## config.mk

```make
export PLATFORM = sky130hd
export DESIGN_NAME = rr_port_arbiter
export DESIGN_NICKNAME = d
export VERILOG_FILES = /design/src/rtl/rr_port_arbiter.sv
export SDC_FILE = /design/constraint.sdc
export NUM_CORES = 1
export LEC_CHECK = 0
export ABC_AREA = 1
export CAP_MARGIN = 5
export CORE_MARGIN = 4
export CORE_UTILIZATION = 30
export DETAILED_ROUTE_END_ITERATION = 12
export DONT_BUFFER_PORTS = 1
export PLACE_DENSITY_LB_ADDON = 0.05
export SLEW_MARGIN = 10
export SYNTH_ARGS = -nofsm -noshare
export SYNTH_HDL_FRONTEND = slang
export SYNTH_SLANG_ARGS = --single-unit
```

## constraint.sdc

```tcl
create_clock -name clk -period 7.7 [get_ports clk]
set_input_delay 1.54 -clock clk [delete_from_list [all_inputs] [get_ports clk]]
set_output_delay 1.54 -clock clk [all_outputs]
set_load 0.1 [all_outputs]
```

## src/rtl/rr_port_arbiter.sv

```systemverilog
// rr_port_arbiter
//   Round-robin, packet-locking arbiter that shares one router output port
//   among N_REQ input requesters. A winner is chosen in IDLE (one bubble
//   cycle), then its flits are passed through a single registered output
//   stage until the flit marked last has been accepted.
//
// Ports
//   clk        rising-edge clock
//   rst_n      asynchronous active-low reset
//   req_valid  per-requester flit valid
//   req_last   per-requester flit is last of its packet
//   req_data   per-requester flit, packed [N_REQ-1:0][DATA_W-1:0]
//   req_ready  per-requester flit accepted (combinational)
//   out_valid  output flit valid (registered)
//   out_data   output flit (registered)
//   out_last   output flit is last of packet (registered)
//   out_ready  downstream accepts the output flit
//   grant_id   index of the locked requester (registered)
//   busy       high while a packet is locked
module rr_port_arbiter #(
    parameter int N_REQ  = 5,
    parameter int DATA_W = 32,
    parameter int PORT_W = 3
) (
    input  logic                           clk,
    input  logic                           rst_n,
    input  logic [N_REQ-1:0]               req_valid,
    input  logic [N_REQ-1:0]               req_last,
    input  logic [N_REQ-1:0][DATA_W-1:0]   req_data,
    output logic [N_REQ-1:0]               req_ready,
    output logic                           out_valid,
    output logic [DATA_W-1:0]              out_data,
    output logic                           out_last,
    input  logic                           out_ready,
    output logic [PORT_W-1:0]              grant_id,
    output logic                           busy
);

    typedef enum logic [0:0] {
        IDLE = 1'b0,
        LOCK = 1'b1
    } state_t;

    localparam logic [PORT_W-1:0] PTR_RST = PORT_W'(N_REQ - 1);
    localparam logic [PORT_W:0]   N_WIDE  = (PORT_W + 1)'(N_REQ);

    state_t              state_r, state_nxt_s;
    logic [PORT_W-1:0]   ptr_r, ptr_nxt_s;
    logic [PORT_W-1:0]   grant_r, grant_nxt_s;
    logic                out_valid_r, out_valid_nxt_s;
    logic [DATA_W-1:0]   out_data_r, out_data_nxt_s;
    logic                out_last_r, out_last_nxt_s;

    logic                win_found_s;
    logic [PORT_W-1:0]   win_idx_s;
    logic [PORT_W:0]     cand_s;
    logic [N_REQ-1:0]    req_ready_s;
    logic                accept_s;

    // Round-robin search: first valid requester after ptr, wrapping modulo N_REQ.
    always_comb begin
        win_found_s = 1'b0;
        win_idx_s   = '0;
        cand_s      = '0;
        for (int k = 1; k <= N_REQ; k++) begin
            cand_s = {1'b0, ptr_r} + (PORT_W + 1)'(k);
            if (cand_s >= N_WIDE) begin
                cand_s = cand_s - N_WIDE;
            end else begin
                cand_s = cand_s;
            end
            if (!win_found_s && req_valid[cand_s[PORT_W-1:0]]) begin
                win_found_s = 1'b1;
                win_idx_s   = cand_s[PORT_W-1:0];
            end else begin
                win_found_s = win_found_s;
            end
        end
    end

    // Only the locked requester may see ready, and only when the output slot frees up.
    always_comb begin
        req_ready_s = '0;
        if (state_r == LOCK) begin
            req_ready_s[grant_r] = !out_valid_r || out_ready;
        end else begin
            req_ready_s = '0;
        end
    end

    // Next-state and output-register update for the IDLE/LOCK FSM.
    always_comb begin
        state_nxt_s     = state_r;
        ptr_nxt_s       = ptr_r;
        grant_nxt_s     = grant_r;
        out_valid_nxt_s = out_valid_r;
        out_data_nxt_s  = out_data_r;
        out_last_nxt_s  = out_last_r;
        accept_s        = 1'b0;
        case (state_r)
            IDLE: begin
                if (win_found_s) begin
                    grant_nxt_s = win_idx_s;
                    state_nxt_s = LOCK;
                end else begin
                    state_nxt_s = IDLE;
                end
                // The output register keeps draining during the arbitration bubble.
                if (out_ready) begin
                    out_valid_nxt_s = 1'b0;
                end else begin
                    out_valid_nxt_s = out_valid_r;
                end
            end
            LOCK: begin
                accept_s = req_valid[grant_r] && req_ready_s[grant_r];
                if (accept_s) begin
                    out_data_nxt_s  = req_data[grant_r];
                    out_last_nxt_s  = req_last[grant_r];
                    out_valid_nxt_s = 1'b1;
                    if (req_last[grant_r]) begin
                        // Next search starts just after the requester that finished.
                        ptr_nxt_s   = grant_r;
                        state_nxt_s = IDLE;
                    end else begin
                        state_nxt_s = LOCK;
                    end
                end else if (out_ready) begin
                    out_valid_nxt_s = 1'b0;
                end else begin
                    out_valid_nxt_s = out_valid_r;
                end
            end
            default: begin
                state_nxt_s = IDLE;
            end
        endcase
    end

    // State, pointer, grant and output registers.
    always_ff @(posedge clk or negedge rst_n) begin
        if (!rst_n) begin
            state_r     <= IDLE;
            ptr_r       <= PTR_RST;
            grant_r     <= '0;
            out_valid_r <= 1'b0;
            out_data_r  <= '0;
            out_last_r  <= 1'b0;
        end else begin
            state_r     <= state_nxt_s;
            ptr_r       <= ptr_nxt_s;
            grant_r     <= grant_nxt_s;
            out_valid_r <= out_valid_nxt_s;
            out_data_r  <= out_data_nxt_s;
            out_last_r  <= out_last_nxt_s;
        end
    end

    assign req_ready = req_ready_s;
    assign out_valid = out_valid_r;
    assign out_data  = out_data_r;
    assign out_last  = out_last_r;
    assign grant_id  = grant_r;
    assign busy      = (state_r == LOCK);

endmodule

```

==> PnR_summary.wiki <==
{| class="wikitable"
! Metric !! Value
|-
| Area grow syn2layout || 9.07%
|-
| Top_reg_cell synth || dfrtp_1
|-
| Number of library cell types mapped by synthesis || 39
|-
| Start point of the critical path || grant_id[1]$_DFFE_PN0P_
|-
| Start point of the worst hold path || ptr_r[2]$_DFFE_PN1P_
|-
| Tcrit/Tclk final || 59.7%
|-
| Maximum clock path buffer count || 2
|-
| Share of flip-flops with an asynchronous set or reset after synthesis || between 90% and 100%
|-
| Data arrival time of the worst path || a little over 3000 ps
|-
| Cts bufs inserted || 5
|-
| Final setup violating endpoints || 0
|-
| Final critical delay including setup and external delays || 4600 ps
|-
| Startpoint of the lowest-slack register-to-register path || grant_id[1]$_DFFE_PN0P_
|-
| Area contributors post-synth || dfrtp_1 (26%), nor2_1 (14%), mux2_2 (9.2%)
|-
| Capture point of the worst reg-to-reg path || ptr_r[0]$_DFFE_PN0P_
|-
| Max Slew Vio Count || 0
|-
| Worst slew margin || 28.6%
|-
| Antenna diode count || 0
|-
| Most instantiated cells after synthesis || nor2_1 (145), nand2_1 (70), o21ai_0 (42)
|-
| Flops & latches, synth || 41
|-
| Setup repair after global routing missed its margin || no
|-
| Path type of the worst min-delay path || flip-flop to flip-flop
|-
| DR WL/cell || 19.6 um
|-
| Proportion of synthesized chip area in sequential cells || 26.2%
|-
| Row count || between 40 and 50
|-
| Crit Path Category || flip-flop to primary output
|-
| Core Area || between 10000 and 15000 um^2
|-
| Overall die area || 15000 um^2
|-
| Required arrival time at the worst endpoint || 6160 ps
|-
| Number of enable-type register cells in the synthesized netlist || 0
|-
| Setup total negative slack || 0 ps
|-
| Yosys warnings || 0
|-
| Most frequent cell after synthesis || nor2_1
|-
| First-iteration detailed-routing DRC count || 206
|-
| Placer Congestion || around 0.9
|-
| Clock Pin Slew Worst Setup and Hold Paths || 70 ps
|-
| Total global routing track utilization || 18.0%
|-
| Antenna violations before repair || 0
|-
| Total wire length after detailed routing || between 10 and 15 mm
|-
| Avg Inst Size Synth || just under 7 um^2
|-
| Number of vias in the routed layout || 3993
|-
| Clock tree from TritonCTS || yes
|-
| Number of routed nets with antenna violations || 0
|-
| Number of vias per cell || ~5.6
|-
| Crit start category || flip-flop
|-
| Capturing element type of the critical path || primary output
|-
| Total congestion overflow || 0
|-
| Endpoint of the worst hold path || ptr_r[2]$_DFFE_PN1P_
|-
| R2r setup slk || 3900 ps
|-
| Number of failing hold endpoints at the final stage || 0
|-
| Worst-Skew Late Latency || 290 ps
|-
| Overall die height || 122 um
|-
| Number of cells on the worst hold path || 2
|-
| Post-detailed-route DRC marker count || 0
|-
| Floorplan die width || 122 um
|-
| FMAX || 217 MHz
|-
| Final clock skew || roughly 7.2 ps
|-
| Nets || 728
|-
| First-pass GRT wire length || 21.3 mm
|-
| Largest area contributor in the netlist || dfrtp_1
|-
| Slew at the pin closest to its max-slew limit || 1070 ps
|-
| Detailed-routing iteration count for the pre-antenna-repair pass || 5
|-
| Post-CTS Resized || 0
|-
| Largest net degree at the start of global routing || 104
|-
| Post-synthesis instance area || 3920 um^2
|-
| Vias in the first global route || 3941
|-
| Root Driver || clkbuf_16
|-
| Outcome || finished, final reports clean
|-
| Depth of the worst register-to-register path || 10
|-
| HPWL after DPL || just over 10 mm
|-
| Peak fanout along the critical path || 39
|-
| Share of layout cells above drive strength 1 || between 10% and 20%
|-
| Final core utilization || between 30% and 40%
|-
| Clk sinks || 41
|-
| Effective utilization at floorplan || 30.8%
|-
| Hold Buf Count CTS || 0
|-
| Number of setup buffers added after CTS || 0
|-
| Top-area cell type share of the netlist area || 25.5%
|-
| Count of filler cells inserted in the layout || 1414
|-
| Gate count after technology mapping || 568
|-
| Total of max-cap violations || 0
|-
| Syn nets || between 700 and 800
|-
| Count of input and output buffers || 0
|-
| Number of H-tree levels || 2
|-
| Boundary Pins || between 200 and 250
|}
## kinds of logic after synthesis
group	Yosys count	share of synthesized area, %
DFF	41	26.2
muxes	32	9.20
adders and majority gates	10	3.38
buffers and inverters	74	7.76
AOI/OAI and AO/OA	93	16.1
and+or+nand+nor	318	37.4
## worst max-delay path, cell delays in order (launching register included)
cell and delay, ps:
dfrtp_1 990, inv_1 90, buf_4 320, nor2_1 160, clkinv_1 70, buf_4 260
nor2_2 870
## per-layer routing
layer / track usage [%] / vias up / routed length, um
met1: 22.2 / 1884 / 5640
met5: 0 / - / 0
met2: 31.9 / 167 / 7100
met3: 4.42 / 14 / 1160
met4: 3.43 / 0 / 149
li1: - / 1928 / -
## metrics by stage
stage	cell area (um^2)	instances	setup WS, ps	hold slack (ps)
2_1_floorplan	3920	568	1570	546
3_3_place_gp	4110	710	3390	598
3_5_place_dp	4110	710	3400	604
4_1_cts	4270	718	3080	621
5_1_grt	4270	718	2940	651
6_report	4270	718	3100	617
## cell usage in the layout (no fill, tap or decap), types with 2 or more instances in the layout
cell       instances
inv_2              7
clkbuf_8           2
o211ai_1           2
inv_1             28
nor3_2             3
nor2_2             2
nand2_2           15
nand3_1           34
a21oi_1            3
nor2_1           143
dfrtp_1           38
o22ai_1            2
buf_4              5
nand4_1           40
nand3_2            3
nand2_1           70
o311ai_0          33
clkbuf_16          5
ha_1               9
buf_16             3
o21ai_1            2
o21ai_2            6
o21ai_0           42
mux2_2            32
## sequential cells by signal, indices dropped and copies added (netlist names)
signal,count
ptr_r,3
out_valid,1
out_data,32
grant_id,3
busy,1
out_last,1
## how the worst max path moves through the flow
stage                     depth (start not counted)  slack [ps]      endpoint
after global routing                              6        2940  req_ready[2]
after CTS                                         6        3080  req_ready[2]
final                                             6        3100  req_ready[2]
after detailed placement                          6        3400  req_ready[2]
after global placement                            6        3390  req_ready[2]
after floorplan                                   4        1570  req_ready[4]
## layout make-up
| type | count | area (um^2) | area share (%) |
|---|---|---|---|
| Multi-Input combinational cell | 453 | 2610 | 61.1 |
| Sequential cell | 41 | 1030 | 24.2 |
| Tap cell | 172 | 215 | 5.04 |
| Clock buffer | 7 | 153 | 3.57 |
| Inverter | 36 | 135 | 3.16 |
| Timing Repair Buffer | 8 | 120 | 2.81 |
| Clock inverter | 1 | 8.76 | 0.205 |
Power is not shown: default switching activity piles up to over one toggle a cycle in this logic, so the estimate is an artifact.
